==> config.mk <==
export PLATFORM = sky130hd
export DESIGN_NAME = demo_scene_sequencer
export DESIGN_NICKNAME = d
export VERILOG_FILES = /design/src/rtl/demo_pkg.sv /design/src/rtl/demo_spi_cmd_parser.sv /design/src/rtl/demo_scene_sequencer.sv
export SDC_FILE = /design/constraint.sdc
export NUM_CORES = 1
export LEC_CHECK = 0
export ABC_CLOCK_PERIOD_IN_PS = 3980
export CORE_UTILIZATION = 51
export DETAILED_ROUTE_END_ITERATION = 8
export PLACE_DENSITY = 0.74
export SETUP_SLACK_MARGIN = 0.15
export SYNTH_ARGS = -nofsm -noshare
export SYNTH_HDL_FRONTEND = slang
export SYNTH_SLANG_ARGS = --single-unit
==> constraint.sdc <==
create_clock -name clk -period 3.98 [get_ports clk]
set_input_delay 0.597 -clock clk [delete_from_list [all_inputs] [get_ports clk]]
set_output_delay 0.597 -clock clk [all_outputs]
set_load 0.03 [all_outputs]
==> src/rtl/demo_pkg.sv <==
// Shared opcodes, FSM encodings and the constant scene table for the demo scene sequencer.
package demo_pkg;

    localparam logic [7:0] OP_GOTO = 8'h01;
    localparam logic [7:0] OP_HOLD = 8'h02;
    localparam logic [7:0] OP_VOL  = 8'h03;

    localparam int VGA_W   = 3;
    localparam int AUDIO_W = 2;
    localparam int DUR_W   = 8;

    typedef enum logic [1:0] {
        SEQ_IDLE,
        SEQ_PLAY,
        SEQ_HOLD
    } seq_state_t;

    typedef enum logic {
        PARSE_CMD,
        PARSE_ARG
    } parse_state_t;

    typedef struct packed {
        logic [VGA_W-1:0]   vga;
        logic [AUDIO_W-1:0] audio;
        logic [DUR_W-1:0]   duration;
    } scene_entry_t;

    localparam int SCENE_TABLE_LEN = 8;

    // Entry 3 deliberately has duration 0, which plays as a single frame.
    localparam scene_entry_t SCENE_TABLE [SCENE_TABLE_LEN] = '{
        {3'd1, 2'd1, 8'd3},
        {3'd2, 2'd2, 8'd2},
        {3'd3, 2'd3, 8'd4},
        {3'd4, 2'd0, 8'd0},
        {3'd5, 2'd1, 8'd1},
        {3'd6, 2'd2, 8'd8},
        {3'd7, 2'd3, 8'd5},
        {3'd0, 2'd0, 8'd2}
    };

    function automatic scene_entry_t scene_lookup(input logic [7:0] idx);
        scene_entry_t entry;
        entry = {3'd0, 2'd0, 8'd1};
        if (idx < 8'(SCENE_TABLE_LEN)) entry = SCENE_TABLE[idx[2:0]];
        return entry;
    endfunction

    function automatic logic [VGA_W-1:0] scene_vga(input logic [7:0] idx);
        scene_entry_t entry;
        entry = scene_lookup(idx);
        return entry.vga;
    endfunction

    function automatic logic [AUDIO_W-1:0] scene_audio(input logic [7:0] idx);
        scene_entry_t entry;
        entry = scene_lookup(idx);
        return entry.audio;
    endfunction

    function automatic logic [DUR_W-1:0] scene_duration(input logic [7:0] idx);
        scene_entry_t entry;
        entry = scene_lookup(idx);
        return (entry.duration == '0) ? DUR_W'(1) : entry.duration;
    endfunction

endpackage

==> src/rtl/demo_spi_cmd_parser.sv <==
// Two-byte SPI command parser: opcode byte then argument byte, decoded into one-cycle strobes.
module demo_spi_cmd_parser
    import demo_pkg::*;
#(
    parameter int NUM_SCENES = 8
) (
    input  logic       clk,
    input  logic       rst,
    input  logic       spi_byte_valid,
    input  logic [7:0] spi_byte,
    output logic       goto_valid,
    output logic [7:0] goto_idx,
    output logic       hold_valid,
    output logic       hold_val,
    output logic       vol_valid,
    output logic [7:0] vol_val
);

    localparam logic [8:0] SCENE_LIMIT = 9'(NUM_SCENES);

    parse_state_t state;
    logic [7:0]   opcode;
    logic         exec;

    always_ff @(posedge clk or posedge rst) begin
        if (rst) begin
            state  <= PARSE_CMD;
            opcode <= 8'h00;
        end else if (spi_byte_valid) begin
            if (state == PARSE_CMD) begin
                opcode <= spi_byte;
                state  <= PARSE_ARG;
            end else begin
                state  <= PARSE_CMD;
            end
        end
    end

    // Strobes are combinational so the sequencer registers them on the argument byte's own edge.
    assign exec       = (state == PARSE_ARG) && spi_byte_valid;
    assign goto_valid = exec && (opcode == OP_GOTO) && ({1'b0, spi_byte} < SCENE_LIMIT);
    assign goto_idx   = spi_byte;
    assign hold_valid = exec && (opcode == OP_HOLD);
    assign hold_val   = spi_byte[0];
    assign vol_valid  = exec && (opcode == OP_VOL);
    assign vol_val    = spi_byte;

endmodule

==> src/rtl/demo_scene_sequencer.sv <==
// Frame-locked scene scheduler driving VGA pattern, audio source and PWM byte.
// Optional end-of-scene volume fade is enabled by defining SCENE_FADE_EN.
module demo_scene_sequencer
    import demo_pkg::*;
#(
    parameter int         NUM_SCENES  = 8,
    parameter logic [7:0] VOL_RESET   = 8'h80,
    parameter int         FADE_FRAMES = 4
) (
    input  logic       clk,
    input  logic       rst,
    input  logic       frame_start,
    input  logic       spi_byte_valid,
    input  logic [7:0] spi_byte,
    output logic [2:0] vga_state,
    output logic [1:0] audio_select,
    output logic [7:0] sample,
    output logic [7:0] scene_idx,
    output logic       held
);

    localparam logic [7:0] LAST_IDX = 8'(NUM_SCENES - 1);

    if (NUM_SCENES < 1 || NUM_SCENES > 256 || FADE_FRAMES < 1) begin : g_param_check
        $error("demo_scene_sequencer: parameter out of range");
    end

    seq_state_t state;
    logic [7:0] frame_cnt;
    logic       pending_goto;
    logic [7:0] pending_idx;
    logic [7:0] volume;

    logic       goto_valid, hold_valid, hold_val, vol_valid;
    logic [7:0] goto_idx, vol_val;

    logic [7:0] cur_dur;
    logic       load_scene;
    logic [7:0] load_idx;
    logic [7:0] next_cnt;
    logic [7:0] next_sample;

    demo_spi_cmd_parser #(.NUM_SCENES(NUM_SCENES)) u_parser (
        .clk            (clk),
        .rst            (rst),
        .spi_byte_valid (spi_byte_valid),
        .spi_byte       (spi_byte),
        .goto_valid     (goto_valid),
        .goto_idx       (goto_idx),
        .hold_valid     (hold_valid),
        .hold_val       (hold_val),
        .vol_valid      (vol_valid),
        .vol_val        (vol_val)
    );

    assign cur_dur = scene_duration(scene_idx);

    // What the next frame boundary would do; a pending goto always beats natural advance.
    always_comb begin
        load_scene = 1'b0;
        load_idx   = scene_idx;
        next_cnt   = frame_cnt;
        case (state)
            SEQ_IDLE: begin
                load_scene = 1'b1;
                load_idx   = pending_goto ? pending_idx : 8'd0;
            end
            SEQ_PLAY: begin
                if (pending_goto) begin
                    load_scene = 1'b1;
                    load_idx   = pending_idx;
                end else if (frame_cnt == cur_dur - 8'd1) begin
                    load_scene = 1'b1;
                    load_idx   = (scene_idx == LAST_IDX) ? 8'd0 : scene_idx + 8'd1;
                end else begin
                    next_cnt = frame_cnt + 8'd1;
                end
            end
            SEQ_HOLD: begin
                if (pending_goto) begin
                    load_scene = 1'b1;
                    load_idx   = pending_idx;
                end
            end
            default: ;
        endcase
        if (load_scene) next_cnt = 8'd0;
    end

`ifdef SCENE_FADE_EN
    logic [7:0] next_dur;
    int         fade_start;

    always_comb begin
        next_sample = volume;
        next_dur    = scene_duration(load_idx);
        fade_start  = int'(next_dur) - FADE_FRAMES;
        if (state == SEQ_PLAY && int'(next_dur) > FADE_FRAMES && int'(next_cnt) >= fade_start)
            next_sample = volume >> (int'(next_cnt) - fade_start + 1);
    end
`else
    assign next_sample = volume;
`endif

    always_ff @(posedge clk or posedge rst) begin
        if (rst) begin
            state        <= SEQ_IDLE;
            frame_cnt    <= 8'd0;
            pending_goto <= 1'b0;
            pending_idx  <= 8'd0;
            volume       <= VOL_RESET;
            vga_state    <= 3'd0;
            audio_select <= 2'd0;
            sample       <= VOL_RESET;
            scene_idx    <= 8'd0;
            held         <= 1'b0;
        end else begin
            if (frame_start) begin
                if (load_scene) begin
                    scene_idx    <= load_idx;
                    vga_state    <= scene_vga(load_idx);
                    audio_select <= scene_audio(load_idx);
                end
                frame_cnt    <= next_cnt;
                sample       <= next_sample;
                pending_goto <= 1'b0;
                if (state == SEQ_IDLE) state <= SEQ_PLAY;
            end
            // A goto landing on a boundary edge must survive to the following boundary.
            if (goto_valid) begin
                pending_goto <= 1'b1;
                pending_idx  <= goto_idx;
            end
            if (vol_valid) volume <= vol_val;
            if (hold_valid) begin
                if (state == SEQ_PLAY && hold_val) begin
                    state <= SEQ_HOLD;
                    held  <= 1'b1;
                end else if (state == SEQ_HOLD && !hold_val) begin
                    state <= SEQ_PLAY;
                    held  <= 1'b0;
                end
            end
        end
    end

endmodule

# == After elaboration in Yosys (flattened, before gate mapping) ==
# Memories as Yosys holds them, arrays and structs flattened.
# Index checks and enable logic that the tools add are counted.
# word_totals
regBits,58
rom_bits,208
output_inout_bits,22
wordCells,82
memories,2
# memory_table
name,depth,width,read_ports,rd_ports_with_merged_regs,wr,line,source
(no name shown),8,13,1,0,0,demo_pkg.sv:46,if (idx < 8'(SCENE_TABLE_LEN)) entry = SCENE_TABLE[idx[2:0]];
(no name shown),8,13,1,0,0,demo_pkg.sv:46,
# op_classes
add_sub_neg,3
order_cmp,5
n_eq_ne,9
mux,31
bitwise,3
n_reduce_logical,17
# op_table
operator,count
8-bit two-way mux,13
13-bit two-way mux,3
8-bit by 4-bit < comparator with 1-bit output (second input constant),3
8-bit one-hot mux with 3 select lines,1
8-bit by 1-bit adder with 8-bit output (second input constant),2
8-bit by 2-bit == test with 1-bit output (second input constant),2
2-bit two-way mux,5
8-bit by 1-bit == test with 1-bit output (second input constant),1
8-bit by 3-bit == test with 1-bit output (second input constant),1
8-bit == test,1
4-bit >= comparator (second input constant),2
8-bit logical NOT,1
1-bit two-way mux,8
3-bit inverter with 4-bit output,2
8-bit by 1-bit subtractor with 8-bit output (second input constant),1
1-bit logical AND,7
2-bit AND reduction,3
2-bit nonzero test,3
4-bit AND reduction,1
1-bit one-hot mux with 3 select lines,1
2-bit by 1-bit == test with 1-bit output (second input constant),1
2-bit == test (second input constant),1
2-bit logical NOT,1
2-bit by 1-bit != test with 1-bit output (second input constant),1
3 further kinds,3

# == Depth between registers and ports, before layout ==
# Gate-level depths: netlist of run 1.
# depth
depth_word,17
ltp_mapped,19
depth_no_buf,18

# == By module ==
# A second synthesis of run 1 with hierarchy kept.
# hier_totals
cells_unflattened,310
area_unflattened_um2,3240.6
# modules_own_cells
module,instances,cells_per_inst,area_each_um2,seq_area_each_um2
demo_scene_sequencer,1,263,2703.8,1178.6
demo_spi_cmd_parser,1,47,536.8,225.2

# == Worst setup path after synthesis of run 1 ==
# No wires, ideal clock.
# synth_timing
kind,register to register
startpoint,register scene_idx[0]
endpoint,register vga_state[1]
t_arrival_ps,3837
required_ps,3859
setup_slack_ps,22
path_stages_with_launch,18
period_less_slack_ps,3958
path_cell_list,dfrtp_1 > inv_1 > ha_1 > o31ai_2 > nor4bb_1 > ha_1 > xnor2_1 > nor4_1 > o211a_4 > o21ai_4 > buf_6 > mux2i_1 > a22oi_1 > nor2_1 > a221o_1 > ha_1 > inv_1 > o21ai_1
# synth_via
elab_chain_cells,17
word_cells_on_any_way,27
classes_between,add/sub (2); order compare (2); eq/ne (2); mux (15); bitwise (2); reduce/logical (2); memory (2)
# synth_lines
element,line,source
start: declaration,demo_scene_sequencer.sv:18,"output logic [7:0] scene_idx,"
start signal: assignment,demo_scene_sequencer.sv:120,scene_idx <= load_idx;
3-bit inverter with 4-bit output (implied by the code),demo_pkg.sv:46,
memory 8 x 13 bit,n/a,
8-bit two-way mux (implied by the code) (2 in a row),demo_pkg.sv:46,
8-bit two-way mux,demo_pkg.sv:46,
8-bit logical NOT,demo_pkg.sv:65,return (entry.duration == '0) ? DUR_W'(1) : entry.duration;
8-bit two-way mux,demo_pkg.sv:65,
8-bit by 1-bit subtractor with 8-bit output,demo_scene_sequencer.sv:72,end else if (frame_cnt == cur_dur - 8'd1) begin
8-bit == test,demo_scene_sequencer.sv:72,
8-bit two-way mux (*),demo_scene_sequencer.sv:72,
8-bit two-way mux (*),demo_scene_sequencer.sv:69,if (pending_goto) begin
8-bit one-hot mux with 3 select lines (*),demo_scene_sequencer.sv:63,case (state)
via load_idx[1],demo_scene_sequencer.sv:39,logic [7:0] load_idx;
3-bit inverter with 4-bit output (implied by the code),demo_pkg.sv:46,
memory 8 x 13 bit,n/a,
13-bit two-way mux (2 in a row),n/a,
13-bit two-way mux (*),demo_pkg.sv:46,
end signal: assignment,demo_scene_sequencer.sv:121,vga_state <= scene_vga(load_idx);
end: declaration,demo_scene_sequencer.sv:15,"output logic [2:0] vga_state,"
# Mark *: on every way through the listed nets, which the timed path passes. The rest lies on a longest branch. The select of a mux whose other input is x is not followed.
# A chain may end at the register's enable or synchronous reset.

# == Worst setup path in the final report of run 1 ==
# layout_timing
startpoint,register scene_idx[0]
endpoint,register vga_state[2]
# layout_via
elab_chain_cells,17
word_cells_on_any_way,27
classes_between,add/sub (2); order compare (2); eq/ne (2); mux (15); bitwise (2); reduce/logical (2); memory (2)
# layout_lines
element,line
3-bit inverter with 4-bit output (implied by the code),demo_pkg.sv:46
memory 8 x 13 bit,n/a
8-bit two-way mux (implied by the code) (2 in a row),demo_pkg.sv:46
8-bit two-way mux,demo_pkg.sv:46
8-bit logical NOT,demo_pkg.sv:65
8-bit two-way mux,demo_pkg.sv:65
8-bit by 1-bit subtractor with 8-bit output,demo_scene_sequencer.sv:72
8-bit == test,demo_scene_sequencer.sv:72
8-bit two-way mux,demo_scene_sequencer.sv:72
8-bit two-way mux,demo_scene_sequencer.sv:69
8-bit one-hot mux with 3 select lines (*),demo_scene_sequencer.sv:63
via load_idx[0],demo_scene_sequencer.sv:39
3-bit inverter with 4-bit output (implied by the code),demo_pkg.sv:46
memory 8 x 13 bit,n/a
13-bit two-way mux (2 in a row),n/a
13-bit two-way mux (*),demo_pkg.sv:46
# Marked as above.

==> results, run 1 <==
- The path class of the tightest hold or removal check is reg2reg.
- In the post-route analysis, the smallest setup slack over all paths is between 100 and 150 ps.
- The synthesized area is 3197 sq um.
- The insertion delay of the later-clocked pin in the worst-skew pair is 310 ps.
- The final number of hold-violating endpoints was 0.
- The vertical die dimension is around 80 um.
- The clock drives 56 sinks.
- The number of synthesis warnings is 0.
- The total global-route track usage is 0.2442.
- Detailed placement ended at an HPWL of 5247 um.
- The iteration count of the initial detailed-routing pass is 4.
- The TritonCTS clock tree is built.
- The share of flip-flops with an asynchronous set or reset after synthesis is 1.000.
- Buffers placed on the I/O ports in this run total 33.
- The slew at the pin closest to its max-slew limit is around 730 ps.
- Measured along the x axis, the die boundary spans 81.17 um.
- In the final routed layout, each cell accounts on average for 17.01 um.
- The endpoint required time on the critical path is 4180 ps.
- The initial utilization of the core area, before any placement, comes to 0.5336.
- The startpoint class of the critical path is a flop.
- The final routed DRC violation total is 0.
- Of all nets on the critical path, the largest fanout is 6.
- Routability-driven placement finished with a final weighted congestion of 0.9303.
- Synthesis produced a netlist with a net count of 341.
- The top-area cell type share of the netlist area is 0.4227.
- Setup repair after global routing could not meet its margin everywhere.
- OpenSTA, run right after detailed placement, puts the worst setup slack at 58.45 ps.
- Relative to the synthesized area, the layout overhead comes to 24.42%.
- The DRC violation total after the first TritonRoute iteration is 228.
- The clock arrives with roughly 11 ps of skew.
- The final setup violation count is 0.
- In the final timing run, aggregate negative setup slack is 0 ps.
- The share of layout cells above drive strength 1 is 0.2306.
- The synthesized area per cell is 9.990 sq um.
- The total clock buffers created by CTS is 5.
- Synthesis produced 320 cells.
- The minimum setup slack among reg-to-reg paths is roughly 110 ps.
- Of the synthesized area, sequential elements account for 0.4391.
- The capture point of the critical path is vga_state[2].
- In this run, synthesis inferred 0 flip-flops with an integrated enable.
- The worst vdd rail ir drop is 0.0003476 V.
- The final critical path time including I/O delays and setup is 3871 ps.
- The post-detailed-route via-to-cell ratio is 5.949.
- The flow ran to the end, and the final reports show no timing, DRC or antenna violations.
- Entering global routing, the biggest net connects 37 pins.
- The data arrival time of the critical path is 4070 ps.
- Ranked by instance count, the synthesized netlist is headed by 54 x sky130_fd_sc_hd__dfrtp_1, 51 x sky130_fd_sc_hd__nand2_1, 19 x sky130_fd_sc_hd__mux2_2, 17 x sky130_fd_sc_hd__o21ai_0.
- Synthesis inferred 56 register bits.
- Based on the critical path, the design can be clocked at up to roughly 260 MHz.
- The count of filler cells inserted in the layout is 463.
- The detail route stage leaves a number of antenna-violating nets equal to 0.
- The total grt overflow is 0.
- The via count of the routed design is 2,665.
- After synthesis, the cell types taking the most area are sky130_fd_sc_hd__dfrtp_1 42%, sky130_fd_sc_hd__mux2_2 6.7%, sky130_fd_sc_hd__nand2_1 6.0%.
- The die covers around 6600 sq um.
- The critical path starts at scene_idx[0].
- Power spread over the standard cell area amounts to 626.4 nW/um^2.
- The number of max-cap violations is 0.
- After clock tree synthesis, the clock-pin slew on the worst setup and hold paths is around 100 ps.
- The leakage component of the power is 1.753 nW.
- In the finished design, the share of the clock period the worst path needs comes to 0.9725.
- The antenna diode count is 0.
- The worst register-to-register path ends at vga_state[2].
- The number of antenna violations at the first check in global routing is 0.
- The maximum level of the CTS H-tree is 2.
- The relative max-transition margin is 0.5094.
- The maximum buffer depth of the clock tree is 2.
- The placement row count is 28.
- The area of the core is 5991 sq um.
- The wire length of the first global-routing pass is between 10,000 and 15,000 um.
- At the end of the flow, the number of nets in the layout was approximately 390.
- The primary flip-flop cell chosen by synthesis mapping is sky130_fd_sc_hd__dfrtp_1.
- The tree is rooted in a sky130_fd_sc_hd__clkbuf_8.
- The post-synthesis cell type with the largest combined area is sky130_fd_sc_hd__dfrtp_1.
- The via count of the first global-routing pass is 2,538.
- Yosys instantiated no cell more often than sky130_fd_sc_hd__dfrtp_1.
- The origin of the critical flop-to-flop path is scene_idx[0].
- During I/O placement, the number of pins put on the boundary was 34.
- The max-slew violation count was 0.
- The post-synthesis cell type count is 65.
- The total routed wirelength is 7622 um.
- The worst setup path is of the reg2reg kind.
- The depth of the worst register-to-register path is 17.
- The endpoint kind of the worst setup timing path is a flop.
==> layout make-up <==
class | instances | area [sq um] | area share
Clock buffer | 6 | 82.58 | 0.02076
Clock inverter | 2 | 38.79 | 0.009752
Inverter | 9 | 37.54 | 0.009437
Multi-Input combinational cell | 240 | 1778 | 0.4470
Sequential cell | 56 | 1406 | 0.3536
Tap cell | 75 | 93.84 | 0.02359
Timing Repair Buffer | 60 | 540.5 | 0.1359
==> timing repair <==
item | CTS | global route
hold buffers | 0 | 0
pin swaps | 4 | 8
setup endpoints to repair | 2 | 6
resized for setup | 2 | 16
setup buffers | 7 | 8
==> per-stage QoR <==
step	utilization	hold slack [ps]	std cells	area, sq um	power (mW)
6_report	0.6640	488.3	448	3978	2.492
3_5_place_dp	0.6065	463.3	425	3633	1.874
5_1_grt	0.6640	506.1	448	3978	2.622
4_1_cts	0.6383	486.8	440	3824	2.340
3_3_place_gp	0.6065	454.3	425	3633	1.850
2_1_floorplan	-	438.8	320	3206	1.562
==> layout by cell type, fill, tap and decap left out, types with 4 or more instances in the layout <==
master / instances
sky130_fd_sc_hd__mux2_2: 19
sky130_fd_sc_hd__ha_1: 4
sky130_fd_sc_hd__nand2_1: 51
sky130_fd_sc_hd__nor2b_1: 9
sky130_fd_sc_hd__o211ai_1: 4
sky130_fd_sc_hd__nor3_1: 6
sky130_fd_sc_hd__dfrtp_1: 52
sky130_fd_sc_hd__o21ai_1: 4
sky130_fd_sc_hd__ha_4: 4
sky130_fd_sc_hd__inv_1: 6
sky130_fd_sc_hd__nand3_1: 12
sky130_fd_sc_hd__o21ai_0: 17
sky130_fd_sc_hd__a21oi_1: 12
sky130_fd_sc_hd__and3_1: 8
sky130_fd_sc_hd__xor2_1: 5
sky130_fd_sc_hd__clkbuf_8: 6
sky130_fd_sc_hd__nand2b_1: 5
sky130_fd_sc_hd__clkdlybuf4s50_1: 33
sky130_fd_sc_hd__buf_4: 26
sky130_fd_sc_hd__nor2_1: 11
sky130_fd_sc_hd__a22oi_1: 4
==> flip-flops by register name, summed over array words and instances (netlist names) <==
name,cells
u_parser.state,1
pending_idx,8
vga_state,3
next_sample,8
sample,8
pending_goto,1
frame_cnt,8
held,1
state,2
u_parser.opcode,8
scene_idx,8
==> layer usage <==
layer / vias to the layer above / GRT usage / share of wire
met5: - / 0 / 0
met3: 25 / 0.04157 / 0.050
met4: 0 / 0.1161 / 0.035
li1: 1264 / - / -
met2: 84 / 0.4034 / 0.48
met1: 1292 / 0.3107 / 0.44
==> report_power, final <==
group / switching, mW / internal, mW / total [mW]
logic: 0.632 / 0.566 / 1.20
registers: 0.170 / 0.734 / 0.904
clock network: 0.184 / 0.206 / 0.390
==> worst max-delay path, cell delays in order, from the launching register on <==
cell                         delay, ps
sky130_fd_sc_hd__dfrtp_2           420
sky130_fd_sc_hd__clkinvlp_4        130
sky130_fd_sc_hd__ha_4              200
sky130_fd_sc_hd__o311ai_4          330
sky130_fd_sc_hd__o31ai_4           130
sky130_fd_sc_hd__buf_4             160
sky130_fd_sc_hd__and2_4            140
sky130_fd_sc_hd__ha_4              210
sky130_fd_sc_hd__xnor2_2           130
sky130_fd_sc_hd__nor4_2            360
sky130_fd_sc_hd__o211a_4           240
sky130_fd_sc_hd__o21ai_4            80
sky130_fd_sc_hd__or4_4             570
sky130_fd_sc_hd__o311ai_4          120
sky130_fd_sc_hd__ha_2              230
sky130_fd_sc_hd__inv_1              50
sky130_fd_sc_hd__mux2i_1           180
sky130_fd_sc_hd__o21ai_1            80
==> cells by family after synthesis <==
group / count (synthesis) / synth area share
AND/OR/NAND/NOR: 127 / 0.2070
AO/OA/AOI/OAI: 75 / 0.1859
flip-flops: 56 / 0.4391
buffers and inverters: 24 / 0.03757
multiplexers: 21 / 0.07319
adder cells (fa/ha/maj): 9 / 0.03523
XOR/XNOR: 8 / 0.02192
==> worst min-delay path by stage <==
stage                       startpoint                  to  slack (ps)  cells after the start
global placement    u_parser.opcode[6]  u_parser.opcode[6]         450                      2
global route        u_parser.opcode[6]  u_parser.opcode[6]         510                      2
finish              u_parser.opcode[6]  u_parser.opcode[6]         490                      2
floorplan           u_parser.opcode[6]  u_parser.opcode[6]         440                      2
detailed placement  u_parser.opcode[6]  u_parser.opcode[6]         460                      2
CTS                 u_parser.opcode[6]  u_parser.opcode[6]         490                      2
(Power assumes the default switching activity.)
==> run 2: changes to the inputs <==
--- a/config.mk
+++ b/config.mk
@@ -6,6 +6,7 @@
 export NUM_CORES = 1
 export LEC_CHECK = 0
 export ABC_CLOCK_PERIOD_IN_PS = 3980
+export CORE_MARGIN = 5
 export CORE_UTILIZATION = 51
 export DETAILED_ROUTE_END_ITERATION = 8
 export PLACE_DENSITY = 0.74
==> results, run 2 (same netlist as run 1, synthesis figures left out) <==
- The via count of the first global-routing pass is 2,633 (+3.7%).
- The final weighted congestion in routability-driven placement is 0.8975 (-3.5%).
- The worst setup path is of the reg2reg kind.
- The via count of the routed design is 2,628 (-1.4%).
- The area enclosed by the die boundary is 7951 sq um (+21%).
- The number of primary I/O pins is 34 (unchanged).
- The quantity of I/O buffers inserted on ports is 33 (unchanged).
- The total routed wirelength is 7568 um (-0.71%).
- The share of layout cells above drive strength 1 is 0.2125 (-0.01803).
- The average wire length per cell after detail routing was 17.12 um (+0.64%).
- The power density over the cells is 608.1 nW/um^2 (-2.9%).
- The smallest hold slack came to 490.8 ps (+2.438 ps).
- The number of max-cap violations is 0 (unchanged).
- The post-route clock skew is 9.034 ps (-2.030 ps).
- Setup repair after global routing left no endpoint under its margin.
- The DRC violation total after the first TritonRoute iteration was 153 (-33%).
- The maximum fanout count along the critical path is 5 (-1).
- The final critical path time including I/O delays and setup is 3612 ps (-258.2 ps).
- The placement row count is 28 (unchanged).
- The worst vdd rail ir drop came to 0.0003844 V (+11%).
- The number of nets at the end of the flow is 387 (-1.5%).
- The path class of the tightest hold or removal check is reg2reg.
- The maximum clock frequency is 276.8 MHz (+7.1%).
- The worst setup slack before clock tree synthesis came to 14.65 ps (-43.80 ps).
- The antenna diode count is 0 (unchanged).
- The CTS clock-pin slew for the worst setup and hold paths is 110 ps (about the same).
- The minimum setup slack in the final design is 367.6 ps (+258.2 ps).
- The insertion delay of the later-clocked pin in the worst-skew pair is 320 ps (about the same).
- The slew at the pin closest to its max-slew limit came to 664.8 ps (-70.01 ps).
- The pin count of the biggest net entering global routing is 33 (-11%).
- The initial core utilization is 0.5336 (unchanged).
- The max-slew violation count is 0 (unchanged).
- The final number of hold-violating endpoints is 0 (unchanged).
- The wire length of the first global-routing pass came to 12,940 um (+6.0%).
- The portion of the clock cycle consumed by the worst path in the final layout came to 0.9076 (-0.06488).
- The post-cts hold buffer count is 0 (unchanged).
- The final routed DRC violation total is 0 (unchanged).
- The TritonCTS sink count came to 56 (unchanged).
- The post-detailed-route via-to-cell ratio is 5.946 (about the same).
- The total cell area at the placement stage is 3626 sq um (-0.21%).
- The iteration count of the initial detailed-routing pass is 4 (unchanged).
- The data arrival time of the critical path was 3820 ps (-250 ps).
- The layout-stage area growth over the synthesis result is 21.33%.
- TritonCTS built the clock tree.
- The number of antenna violations at the first check in global routing is 0 (unchanged).
- The vertical die dimension is 89.17 um (+9.9%).
- The worst setup path is captured at a flop.
- The library cells used most frequently in the layout, excluding fill and tap cells, are 51 x sky130_fd_sc_hd__nand2_1, 51 x sky130_fd_sc_hd__dfrtp_1, 33 x sky130_fd_sc_hd__clkdlybuf4s50_1.
- The number of buffer and inverter instances along the worst setup path came to 2 (-1).
- The run finished with clean final reports.
- The leakage component of the power is 1.699 nW (-3.1%).
- The family of cells with the greatest summed delay on the critical path is simple AND/OR/NAND/NOR gates.
- The relative max-transition margin was 0.5561 (+0.04674).
- The critical path's largest stage delay is 520 ps (-50 ps).
- The maximum level of the CTS H-tree came to 2 (unchanged).
- The HPWL after detailed placement came to 5626 um (+7.2%).
- The final setup violation count is 0 (unchanged).
- The highest-delay cell along the critical path is sky130_fd_sc_hd__or4_4.
- The total grt overflow was 0 (unchanged).
- The maximum buffer depth of the clock tree is 2 (unchanged).
- The critical path goes through buf_8 > ha_4 > o311ai_4 > o31ai_4 > and2_1 > ha_1 > xnor2_1 > nor4_2 > o211a_4 > o21ai_4 > or4_4 > o311ai_2 > ha_1 > inv_1 > mux2i_1 > o21ai_1.
- The root buffer cell is sky130_fd_sc_hd__clkbuf_8.
- The final standard cell area without fillers is 3879 sq um (-2.5%).
- The antenna violation net count after detailed routing was 0 (unchanged).
- The sum of negative setup slack came to 0 ps (unchanged).
- The chip width came to 89.17 um (+9.9%).
- The endpoint required time on the critical path is 4190 ps (about the same).
- The total global-route track usage came to 0.2098 (-0.03443).
- STA classifies the critical path startpoint as a flop.
- The area of the core is 5991 sq um (unchanged).
- The total clock buffers created by CTS was 5 (unchanged).
- By instance count, the cell type seen most on the critical path is sky130_fd_sc_hd__ha_1.
- The post-route core utilization came to 0.6475 (-0.01650).
-- run 2: path summary, 6_finish.rpt --
| check | cells after the start | endpoint | from | slack, ps |
|---|---|---|---|---|
| max in group asynchronous | 3 | sample[7] | rst | 2470 |
| worst min register to register | 2 | u_parser.opcode[5] | u_parser.opcode[5] | 490 |
| worst min-delay path | 2 | u_parser.opcode[5] | u_parser.opcode[5] | 490 |
| worst max-delay path | 16 | vga_state[2] | scene_idx[0] | 370 |
| worst max register to register | 16 | vga_state[2] | scene_idx[0] | 370 |
| min in group asynchronous | 2 | scene_idx[6] | rst | 680 |
-- run 2: power by group --
part	total, mW	switching (mW)	internal (mW)	leakage (nW)
logic	1.12	0.608	0.516	0.932
clock network	0.332	0.203	0.130	0.0463
registers	0.902	0.168	0.734	0.721
-- run 2: worst register-to-register path, cell delays in order, from the launching register on --
cell and delay (ps):
sky130_fd_sc_hd__dfrtp_2 440, sky130_fd_sc_hd__buf_8 140, sky130_fd_sc_hd__ha_4 170, sky130_fd_sc_hd__o311ai_4 290, sky130_fd_sc_hd__o31ai_4 120, sky130_fd_sc_hd__and2_1 180, sky130_fd_sc_hd__ha_1 290, sky130_fd_sc_hd__xnor2_1 150
sky130_fd_sc_hd__nor4_2 310, sky130_fd_sc_hd__o211a_4 230, sky130_fd_sc_hd__o21ai_4 80, sky130_fd_sc_hd__or4_4 530, sky130_fd_sc_hd__o311ai_2 150, sky130_fd_sc_hd__ha_1 220, sky130_fd_sc_hd__inv_1 40, sky130_fd_sc_hd__mux2i_1 120
sky130_fd_sc_hd__o21ai_1 70
-- run 2: repair_timing --
item	CTS	global route
gates resized for setup	2	14
pin swaps	2	8
buffers inserted	3	7
endpoints found under the setup margin	3	3
-- run 2: area by class of cell --
cell class / instances / area, sq um
Sequential cell: 56 / 1408
Fill cell: 496 / 2112
Clock inverter: 3 / 27.53
Tap cell: 75 / 93.84
Clock buffer: 5 / 68.82
Multi-Input combinational cell: 240 / 1749
Inverter: 9 / 36.28
Timing Repair Buffer: 54 / 495.5
-- run 2: stage by stage --
stage / std cells / power [mW]
5_1_grt: 442 / 2.520
3_5_place_dp: 424 / 1.887
6_report: 442 / 2.359
3_3_place_gp: 424 / 1.849
4_1_cts: 435 / 2.270
2_1_floorplan: 320 / 1.562
-- run 2: metal layers --
metal | wire length, um | vias up | GRT usage
met2 | 3861 | 69 | 0.3463
met3 | 286 | 7 | 0.03041
met4 | 73 | 0 | 0.07307
li1 | - | 1243 | -
met1 | 3346 | 1309 | 0.2828
met5 | 0 | - | 0
